--- config.mk ---
export PLATFORM = sky130hd
export DESIGN_NAME = div_unit
export DESIGN_NICKNAME = d
export VERILOG_FILES = /design/src/rtl/div_pkg.sv /design/src/rtl/div_step.sv /design/src/rtl/div_unit.sv
export SDC_FILE = /design/constraint.sdc
export NUM_CORES = 1
export LEC_CHECK = 0
export ABC_AREA = 1
export CAP_MARGIN = 30
export CORE_UTILIZATION = 30
export DETAILED_ROUTE_END_ITERATION = 12
export SLEW_MARGIN = 5
export SYNTH_ARGS = -nofsm -noshare
export SYNTH_HDL_FRONTEND = slang
export SYNTH_SLANG_ARGS = --single-unit
--- constraint.sdc ---
create_clock -name clock -period 2.8 [get_ports clock]
set_input_delay 0.7 -clock clock [delete_from_list [all_inputs] [get_ports clock]]
set_output_delay 0.7 -clock clock [all_outputs]
set_load 0.02 [all_outputs]
--- src/rtl/div_pkg.sv ---
// Shared types and helpers for the multi-cycle RISC-V M-extension divider.
// The optional early-out path is enabled by defining DIV_EARLY_OUT_EN.
package div_pkg;

    typedef enum logic [1:0] {
        DIV  = 2'b00,
        DIVU = 2'b01,
        REM  = 2'b10,
        REMU = 2'b11
    } div_op_t;

    typedef enum logic [1:0] {
        IDLE = 2'b00,
        CALC = 2'b01,
        DONE = 2'b10
    } div_state_t;

    // Counter must hold the value width itself, hence width+1 codes.
    function automatic int cnt_width(input int width);
        return $clog2(width + 1);
    endfunction

endpackage

--- src/rtl/div_step.sv ---
// One combinational radix-2 restoring division iteration: shift the next
// dividend bit into the partial remainder, subtract the divisor if it fits.
module div_step #(
    parameter int n = 32
) (
    input  logic [n:0]   rem_in,
    input  logic [n-1:0] dvd_in,
    input  logic [n-1:0] divisor,
    output logic [n:0]   rem_out,
    output logic [n-1:0] dvd_out
);

    logic [n:0] shifted;
    logic       fits;

    always_comb begin
        shifted = {rem_in[n-1:0], dvd_in[n-1]};
        // rem_in[n] would be the bit shifted past the top; if set the value fits.
        fits    = rem_in[n] || (shifted >= {1'b0, divisor});
        rem_out = fits ? (shifted - {1'b0, divisor}) : shifted;
        dvd_out = {dvd_in[n-2:0], fits};
    end

endmodule

--- src/rtl/div_unit.sv ---
// Multi-cycle DIV/DIVU/REM/REMU unit, one quotient bit per clock.
// Define DIV_EARLY_OUT_EN to finish |A| < |B| operations at the start edge.
module div_unit
    import div_pkg::*;
#(
    parameter int n = 32
) (
    input  logic         clock,
    input  logic         nReset,
    input  logic         start,
    input  div_op_t      op,
    input  logic [n-1:0] A,
    input  logic [n-1:0] B,
    output logic         busy,
    output logic         done,
    output logic [n-1:0] result
);

    localparam int           CW       = cnt_width(n);
    localparam logic [n-1:0] MOST_NEG = {1'b1, {(n-1){1'b0}}};

    div_state_t   state_q, state_d;
    logic         is_rem_q, is_rem_d;
    logic         neg_quo_q, neg_quo_d;
    logic         neg_rem_q, neg_rem_d;
    logic [n:0]   rem_q, rem_d;
    logic [n-1:0] dvd_q, dvd_d;
    logic [n-1:0] dsr_q, dsr_d;
    logic [CW-1:0] cnt_q, cnt_d;
    logic [n-1:0] result_q, result_d;

    logic [n:0]   step_rem;
    logic [n-1:0] step_dvd;

    logic         is_signed, sign_a, sign_b;
    logic [n-1:0] mag_a, mag_b;
    logic         special;
    logic [n-1:0] special_res;
    logic [n-1:0] quo_fix, rem_fix;

    div_step #(.n(n)) u_step (
        .rem_in  (rem_q),
        .dvd_in  (dvd_q),
        .divisor (dsr_q),
        .rem_out (step_rem),
        .dvd_out (step_dvd)
    );

    always_comb begin
        state_d   = state_q;
        is_rem_d  = is_rem_q;
        neg_quo_d = neg_quo_q;
        neg_rem_d = neg_rem_q;
        rem_d     = rem_q;
        dvd_d     = dvd_q;
        dsr_d     = dsr_q;
        cnt_d     = cnt_q;
        result_d  = result_q;

        is_signed = ~op[0];
        sign_a    = is_signed & A[n-1];
        sign_b    = is_signed & B[n-1];
        mag_a     = sign_a ? ('0 - A) : A;
        mag_b     = sign_b ? ('0 - B) : B;

        // Cases settled at the start edge without iterating.
        special     = 1'b0;
        special_res = '0;
        if (B == '0) begin
            special     = 1'b1;
            special_res = op[1] ? A : '1;
        end else if (is_signed && (A == MOST_NEG) && (B == '1)) begin
            special     = 1'b1;
            special_res = op[1] ? '0 : A;
        end
`ifdef DIV_EARLY_OUT_EN
        else if (mag_a < mag_b) begin
            special     = 1'b1;
            special_res = op[1] ? A : '0;
        end
`endif

        quo_fix = neg_quo_q ? ('0 - dvd_q) : dvd_q;
        rem_fix = neg_rem_q ? ('0 - rem_q[n-1:0]) : rem_q[n-1:0];

        case (state_q)
            IDLE, DONE: begin
                if (start) begin
                    is_rem_d  = op[1];
                    neg_quo_d = sign_a ^ sign_b;
                    neg_rem_d = sign_a;
                    rem_d     = '0;
                    dvd_d     = mag_a;
                    dsr_d     = mag_b;
                    cnt_d     = CW'(n);
                    if (special) begin
                        result_d = special_res;
                        state_d  = DONE;
                    end else begin
                        state_d  = CALC;
                    end
                end else begin
                    state_d = IDLE;
                end
            end
            CALC: begin
                if (cnt_q != '0) begin
                    rem_d = step_rem;
                    dvd_d = step_dvd;
                    cnt_d = cnt_q - 1'b1;
                end else begin
                    result_d = is_rem_q ? rem_fix : quo_fix;
                    state_d  = DONE;
                end
            end
            default: state_d = IDLE;
        endcase
    end

    always_ff @(posedge clock or negedge nReset) begin
        if (!nReset) begin
            state_q   <= IDLE;
            is_rem_q  <= 1'b0;
            neg_quo_q <= 1'b0;
            neg_rem_q <= 1'b0;
            rem_q     <= '0;
            dvd_q     <= '0;
            dsr_q     <= '0;
            cnt_q     <= '0;
            result_q  <= '0;
        end else begin
            state_q   <= state_d;
            is_rem_q  <= is_rem_d;
            neg_quo_q <= neg_quo_d;
            neg_rem_q <= neg_rem_d;
            rem_q     <= rem_d;
            dvd_q     <= dvd_d;
            dsr_q     <= dsr_d;
            cnt_q     <= cnt_d;
            result_q  <= result_d;
        end
    end

    assign busy   = (state_q == CALC);
    assign done   = (state_q == DONE);
    assign result = result_q;

endmodule

==> flow_summary.ini, run 1 <==
[logic_synthesis]
synth_mux_area_frac = 0
avgSynthCellArea_sq_um = 6.104
ys_warn_count = 0
ys_types = 48
synth_xor_area_frac = 0.03547
syn_inst = 2063
synth_compound_area_frac = 0.1588
synth_edf_count = 0
synthTopCellsByArea = dfrtp_1 28%, nand2_1 20%, nand3_1 8.5%
synth_ff_type = dfrtp_1
synth_fp_nets = 2172
syn_area_sq_um = 12590
synth_fa_ha_area_frac = 0.04034
synth_top_family_by_area = simple AND/OR/NAND/NOR gates
ys_seq_area_frac = 0.2782
ys_ff_latch = 140
ys_async_sr_fraction = 1.000
synth_area_leader_cell = dfrtp_1
yosys.area_share.simple = 0.3973
yosysTopAreaCellShare = 0.2782

[layout]
nets = 2352
fillers = 4557
num_antenna_cells = 0
layout-drive-gt1-share = 0.08865
syn_to_final_growth_pct = 24.43
finish.utilization = 0.3811

[sta]
worst_pin_slew_ns = 0.6946
fin_crit_sh = 0.9230
skew_ns = 0.01597
slew_viol_final = 0
fmax_mhz = 386.9
maxSlewHeadroom = 0.5340
rsz0062_at_grt = false
setup_viol = 0
finalHoldViolCount = 0
min_period_ns = 2.585

[cts]
holdBufCountCts = 0
clk_path_buf_depth = 2
htreeDepth = 4
ctsResizeCount = 0
post_cts_buffers = 0
worstSkewPairLatency_ns = 0.45
cts.sinks = 140
cts_buffers = 17
cts-root-buf = clkbuf_16
tritoncts = built
clk_pin_slew_ns = 0.06

[global_route]
grt_pass1_wl_um = 73000
gr-usage-all-layers = 0.2186
grt_max_degree = 68
antenna_found_initial = 0
grt_pass1_vias = 13390
grt_overflow = 0

[detailed_routing]
routed_wirelength_um = 45940
vias_per_cell = 5.099
drc = 1
vias = 14220
antenna_left = 0
drt_iter0_drc = 1162
wl_per_cell_um = 16.48
dr.pass1.iters = 11

[placed_design]
place.gp.congestion = 0.9368
dp_hpwl_um = 37240
port_buffers = 102

[critical_path]
path_cells = ha_1, a21oi_1, nand2_1, nand2_1, nand2_1, nand2_1, nand2_1, nand2_1, nand3_2, nand2_8, buf_4, nand3_1, nand3_1, nand2_1
cp.arrival_ns = 2.92
criticalPathCategory = register to register
cp-end-kind = register
crit_fanout = 20
r2r_end = rem_q[0]$_DFFE_PN0P_
ff2ff_path_depth = 14
crit_family = simple AND/OR/NAND/NOR gates
critical-path-top-cell-by-count = nand2_1
startpoint_type = register
crit_buf_inv = 1
timing.rr.start = rem_q[1]$_DFFE_PN0P_
crit_path_end = rem_q[0]$_DFFE_PN0P_
worstSetupPathDepth = 14
worstPathRequired_ns = 3.14
crit_start = rem_q[1]$_DFFE_PN0P_
crit_slowest_cell = dfrtp_1
max_stage_delay_ns = 0.40
regToRegSetupSlack_ns = 0.22

[floorplanning]
ioPinCount = 103
rows = 74
initial_utilization = 0.3063
design.core.area_sq_um = 41110
dieArea_sq_um = 42800
die_h_um = 206.9
fp.dieW_um = 206.9

[flow_run]
drv_cap = 0

[power_and_ir_drop]
cellLeakagePower_nw = 7.495
power_density_nw_per_um2 = 1268
finalPower_w = 0.01988
vdd_drop_max_v = 0.0005908

[run_status]
violations = design-rule violations
status = finished with violations

[worst_hold_path]
hold_path.class = input pin to asynchronous set/reset pin
-- synthesized netlist by cell type (23+ instances only) --
library cell  number
a21oi_1          105
clkbuf_1          37
dfrtp_1          140
ha_1              39
inv_1            194
nand2_1          671
nand3_1          215
nand4_1           35
nor2_1           202
o211ai_1          33
o21ai_0          168
xnor2_1           23
xor2_1            28
-- worst min path at each step --
stage | startpoint | endpoint | depth (start not counted)
3_5_place_dp | result[22]$_DFFE_PN0P_ | result[22]$_DFFE_PN0P_ | 2
3_3_place_gp | dsr_q[11]$_DFFE_PN0P_ | dsr_q[11]$_DFFE_PN0P_ | 2
6_report | nReset | result[26]$_DFFE_PN0P_ | 1
5_1_grt | nReset | result[26]$_DFFE_PN0P_ | 1
2_1_floorplan | nReset | cnt_q[0]$_DFFE_PN0P_ | 0
4_1_cts | nReset | result[26]$_DFFE_PN0P_ | 1
-- area by class of cell --
class                      instances  area [sq um]  area share
clock buffer                      26         479.2     0.03058
timing repair buffer             236          2178      0.1390
tap                              532         665.6     0.04248
clock inverter                     6         86.33    0.005510
multi-input combinational       1641          7979      0.5092
inverter                         207         777.0     0.04959
sequential                       140          3503      0.2236
-- layout by cell type (no fill, tap or decap), drive strengths merged, types with 2 or more instances in the layout --
cell type | netlist | final
a21o | 2 | 2
a21oi | 105 | 105
a22oi | 2 | 2
and3 | 2 | 2
buf | 38 | 135
bufinv | 0 | 2
clkbuf | 37 | 26
clkdlybuf4s50 | 0 | 101
clkinv | 1 | 4
dfrtp | 140 | 140
ha | 39 | 39
inv | 206 | 206
nand2 | 675 | 675
nand3 | 217 | 217
nand3b | 9 | 9
nand4 | 35 | 35
nor2 | 211 | 211
nor3 | 22 | 22
nor4 | 10 | 10
o211ai | 33 | 33
o21a | 2 | 2
o21ai | 192 | 192
o21bai | 3 | 3
o221ai | 8 | 8
o22ai | 5 | 5
o31ai | 5 | 5
or2 | 6 | 6
xnor2 | 23 | 23
xor2 | 28 | 28
-- through the flow --
step | TNS, ns | instance area [sq um] | std cells | setup slack [ns] | hold WS, ns
after detailed placement | -2.913 | 15090 | 2756 | -0.1018 | 0.4707
after global routing | 0 | 15670 | 2788 | 0.01367 | 0.2690
after floorplan | 0 | 12590 | 2063 | 0.6318 | 0.4044
after global placement | -1.038 | 15090 | 2756 | -0.03889 | 0.4698
after CTS | 0 | 15650 | 2788 | 0.08945 | 0.2483
final | 0 | 15670 | 2788 | 0.2155 | 0.2317
-- sequential cells by signal, indices dropped and copies added (netlist names) --
signal / cells
cnt_q: 6
dsr_q: 32
dvd_q: 32
is_rem_q: 1
neg_quo_q: 1
neg_rem_q: 1
rem_q: 33
result: 32
state_q: 2
-- layer usage --
layer / track usage / vias to the layer above / routed length [um]
met3: 0.02763 / 42 / 2037
li1: - / 7153 / -
met5: 0 / - / 0
met1: 0.3090 / 6700 / 21520
met4: 0.05865 / 0 / 930
met2: 0.3487 / 322 / 21450
-- kinds of logic after synthesis --
family,after synthesis
compound gates,362
xor+xnor,51
fa+ha+maj,40
buf+inv,282
flops,140
simple gates,1188
-- report_power, final --
| part | total [W] | leakage [nW] | switching (W) | internal [W] |
|---|---|---|---|---|
| clock network | 0.00229 | 0.272 | 0.000930 | 0.00136 |
| registers | 0.00383 | 1.75 | 0.000835 | 0.00300 |
| logic | 0.0138 | 5.48 | 0.00895 | 0.00480 |
| total | 0.0199 | 7.49 | 0.0107 | 0.00916 |
(Power assumes the default switching activity.)
==> run 2: changes to the inputs <==
--- a/config.mk
+++ b/config.mk
@@ -8,3 +8,3 @@
 export ABC_AREA = 1
-export CAP_MARGIN = 30
+export CAP_MARGIN = 20
 export CORE_UTILIZATION = 30
==> constraint.sdc (replaced) <==
create_clock -name clock -period 2.8 [get_ports clock]
set_input_delay 0.28 -clock clock [delete_from_list [all_inputs] [get_ports clock]]
set_output_delay 0.28 -clock clock [all_outputs]
set_load 0.02 [all_outputs]
==> flow_summary.ini, run 2 (synthesized netlist as in run 1, its figures left out) <==
[cts]
holdBufCountCts = 1
cts.sinks = 140
cts_buffers = 17
tritoncts = built
cts-root-buf = clkbuf_16
clk_pin_slew_ns = 0.06
clk_path_buf_depth = 2
ctsResizeCount = 0
worstSkewPairLatency_ns = 0.45
post_cts_buffers = 0
htreeDepth = 4

[global_route]
grt_overflow = 0
antenna_found_initial = 0
grt_pass1_vias = 13270
gr-usage-all-layers = 0.2185
grt_pass1_wl_um = 73090
grt_max_degree = 67

[floorplanning]
ioPinCount = 103
dieArea_sq_um = 42800
design.core.area_sq_um = 41110
rows = 74
initial_utilization = 0.3063
fp.dieW_um = 206.9
die_h_um = 206.9

[power_and_ir_drop]
power_density_nw_per_um2 = 1325
clockPowerShare = 0.125
cellLeakagePower_nw = 7.160
vdd_drop_max_v = 0.0005087
p_seq_frac = 0.193
p_sw_frac = 0.5399
p_int_w = 0.009207
finalPower_w = 0.02001
power_frac_comb = 0.682
switching_power_w = 0.01080

[sta]
maxSlewHeadroom = 0.3189
finalHoldViolCount = 0
slew_viol_final = 0
min_period_ns = 2.599
rsz0062_at_grt = false
finalSetupTns_ns = 0
setup_viol = 0
skew_ns = 0.008576
worst_pin_slew_ns = 1.021
fmax_mhz = 384.7
fin_crit_sh = 0.9283

[layout]
nets = 2278
final_cell_mix = 671 x nand2_1, 215 x nand3_1, 201 x nor2_1
final_common_cell = nand2_1
num_antenna_cells = 0
layout-drive-gt1-share = 0.05961
top_register = rem_q
syn_to_final_growth_pct = 19.89
largest_reg_flops = 33

[placed_design]
place.gp.congestion = 0.9794
dp_hpwl_um = 36720
port_buffers = 102

[run_status]
violations = design-rule violations
status = finished with violations

[detailed_routing]
drt_iter0_drc = 1294
dr.pass1.iters = 9
vias_per_cell = 5.223
routed_wirelength_um = 45890
drc = 2
vias = 14170
wl_per_cell_um = 16.92
antenna_left = 0

[critical_path]
crit_slowest_cell = dfrtp_1
cp.arrival_ns = 2.94
path_cells = ha_1, a21oi_1, o21ai_0, a21oi_1, nand3_2, nand2_4, buf_4, nand3_1, nand3_1, nand2_1
cp-end-kind = register
criticalPathCategory = register to register
worstPathRequired_ns = 3.14
max_stage_delay_ns = 0.45
crit_fanout = 18
startpoint_type = register

[worst_hold_path]
hold_path.class = input pin to asynchronous set/reset pin

[flow_run]
drv_cap = 0
-- run 2: layout make-up --
type                       count  area [sq um]
sequential                   140          3503
tap                          532         665.6
multi-input combinational   1641          7964
timing repair buffer         162          1550
clock buffer                  23         508.0
inverter                     207         777.0
fill                        4555         26010
clock inverter                 8         128.9
-- run 2: per-stage QoR --
stage / util / instances / hold WS, ns / worst slack (ns) / area, sq um
after floorplan: - / 2063 / -0.01559 / 0.7616 / 12590
after global placement: 0.3515 / 2681 / 0.3424 / 0.2305 / 14450
after detailed placement: 0.3515 / 2681 / 0.3551 / 0.1909 / 14450
after CTS: 0.3672 / 2713 / 0.4335 / 0.2455 / 15100
after global routing: 0.3672 / 2713 / 0.4675 / 0.01768 / 15100
final: 0.3672 / 2713 / 0.4106 / 0.2007 / 15100
-- run 2: power by group through the flow --
stage	Sequential (W)	Clock [W]	Combinational, W
6_report	0.00386	0.00251	0.0136
5_1_grt	0.00398	0.00264	0.0154
2_1_floorplan	0.00379	0	0.00926
4_1_cts	0.00384	0.00255	0.0136
3_5_place_dp	0.00386	0	0.0135
3_3_place_gp	0.00385	0	0.0134
-- run 2: path summary, 6_finish.rpt --
path,start,endpoint,slack [ns],cells after the start
min in group clock,dsr_q[4]$_DFFE_PN0P_,dsr_q[4]$_DFFE_PN0P_,0.48,2
max in group asynchronous,nReset,rem_q[12]$_DFFE_PN0P_,1.56,3
min,nReset,result[23]$_DFFE_PN0P_,0.41,2
min reg2reg,dsr_q[4]$_DFFE_PN0P_,dsr_q[4]$_DFFE_PN0P_,0.48,2
max reg2reg,rem_q[21]$_DFFE_PN0P_,rem_q[0]$_DFFE_PN0P_,0.20,10
max,rem_q[21]$_DFFE_PN0P_,rem_q[0]$_DFFE_PN0P_,0.20,10
-- run 2: worst max-delay path, delay by kind of cell, from the launching register on --
family	cells	cell delay [ns]
AND/OR/NAND/NOR	5	0.61
flip-flops	1	0.45
buffers and inverters	1	0.28
adder cells (fa/ha/maj)	1	0.39
AO/OA/AOI/OAI	3	0.75
-- run 2: per-layer routing --
metal / global-route usage / part of all wire
met1: 0.3064 / 0.47
met2: 0.3486 / 0.46
met3: 0.02465 / 0.047
met4: 0.06986 / 0.023
met5: 0 / 0
==> run 3: changes to the inputs <==
Settings changed: CAP_MARGIN 20 to default, CELL_PAD_IN_SITES_DETAIL_PLACEMENT from default to 0, CELL_PAD_IN_SITES_GLOBAL_PLACEMENT from default to 2, PLACE_DENSITY_LB_ADDON from default to 0.1, TNS_END_PERCENT from default to 10.
==> flow_summary.ini, run 3 (synthesized netlist as in run 1, its figures left out) <==
[run_status]
status = finished with violations
violations = design-rule violations

[critical_path]
criticalPathCategory = register to register
cp-end-kind = register
crit_start = rem_q[9]$_DFFE_PN0P_
crit_fanout = 32
cp.arrival_ns = 2.99
regToRegSetupSlack_ns = 0.20
worstPathRequired_ns = 3.19
startpoint_type = register
timing.rr.start = rem_q[9]$_DFFE_PN0P_

[detailed_routing]
drc = 4
routed_wirelength_um = 50830
vias_per_cell = 5.104
wl_per_cell_um = 18.71
dr.pass1.iters = 11
drt_iter0_drc = 1042
antenna_left = 0
vias = 13870

[global_route]
gr-usage-all-layers = 0.2426
antenna_found_initial = 1
grt_max_degree = 72
grt_pass1_vias = 13410
grt_overflow = 0
grt_pass1_wl_um = 78340

[sta]
min_period_ns = 2.598
maxSlewHeadroom = 0.5240
skew_ns = 0.01561
setup_viol = 0
finalSetupTns_ns = 0
rsz0062_at_grt = false
slew_viol_final = 0
fin_crit_sh = 0.9278
fmax_mhz = 384.9
finalHoldViolCount = 0
worst_pin_slew_ns = 0.7140

[layout]
syn_to_final_growth_pct = 19.93
top_register = rem_q
layout-drive-gt1-share = 0.06090
final_cell_mix = 671 x nand2_1, 215 x nand3_1, 200 x nor2_1
final_common_cell = nand2_1
nets = 2280
finish.utilization = 0.3674
design_area_sq_um = 15100
largest_reg_flops = 33

[power_and_ir_drop]
vdd_drop_max_v = 0.0008589
cellLeakagePower_nw = 7.162
power_density_nw_per_um2 = 1332

[cts]
clk_pin_slew_ns = 0.06
cts_buffers = 17
worstSkewPairLatency_ns = 0.47
tritoncts = built
cts-root-buf = clkbuf_16
htreeDepth = 4
clk_path_buf_depth = 2
cts.sinks = 140

[floorplanning]
design.core.area_sq_um = 41110
die_h_um = 206.9
rows = 74
initial_utilization = 0.3063
dieArea_sq_um = 42800
fp.dieW_um = 206.9
ioPinCount = 103

[placed_design]
dp_hpwl_um = 40710
place.gp.congestion = 0.8802
place_area_sq_um = 14490
port_buffers = 102

[flow_run]
drv_cap = 0

[worst_hold_path]
hold_path.class = input pin to asynchronous set/reset pin
## run 3: cell type report
cell class | instances | area, sq um
clock buffer | 22 | 484.2
sequential | 140 | 3503
timing repair buffer | 164 | 1590
clock inverter | 10 | 112.6
tap | 532 | 665.6
fill | 4623 | 26010
antenna | 1 | 2.502
multi-input combinational | 1641 | 7966
inverter | 207 | 777.0
## run 3: power by group
part	internal (W)	total [W]	switching, W
Clock	0.00140	0.00238	0.000983
Sequential	0.00300	0.00383	0.000833
Combinational	0.00468	0.0139	0.00922
Total	0.00908	0.0201	0.0110
## run 3: worst paths after layout
check / to / cells past startpoint
worst max-delay path: rem_q[11]$_DFFE_PN0P_ / 13
worst min register to register: result[25]$_DFFE_PN0P_ / 2
worst min-delay path: rem_q[32]$_DFFE_PN0P_ / 2
worst max register to register: rem_q[11]$_DFFE_PN0P_ / 13
max in group asynchronous: dsr_q[19]$_DFFE_PN0P_ / 3
min in group clock: result[25]$_DFFE_PN0P_ / 2
## run 3: stage by stage
stage	worst slack (ns)	total power (W)	hold slack [ns]	cells
4_1_cts	0.2378	0.02028	0.4363	2716
6_report	0.2022	0.02012	0.3797	2717
5_1_grt	0.02441	0.02219	0.4590	2716
3_3_place_gp	0.1706	0.01776	0.3381	2683
2_1_floorplan	0.7616	0.01305	-0.01559	2063
3_5_place_dp	0.1471	0.01779	0.3387	2683
## run 3: metal layers
metal  part of all wire  wire [um]  track usage  vias to the layer above
li1                   -          -            -                     7015
met1               0.48      24560       0.3419                     6534
met2               0.46      23620       0.3908                      293
met3              0.041       2100      0.03721                       26
met4              0.011        544      0.04797                        0
met5                  0          0            0                        -
## run 3: worst max-delay path, cell delays in order, from the launching register on
cell	delay, ns
dfrtp_1	0.44
ha_1	0.39
nand2_1	0.12
nor2_1	0.28
nand2_1	0.14
nor4_1	0.25
buf_4	0.17
nand2_1	0.05
nand2_1	0.07
nor2_2	0.05
buf_4	0.26
nand3_1	0.12
nand3_1	0.08
nand2_1	0.09
## run 3: what timing repair did
action                                 CTS  global route
setup endpoints to repair                0             1
endpoints found under the hold margin   59             0
buffers inserted                         0             0
resized for setup                        0             1
hold buffers                             1             0
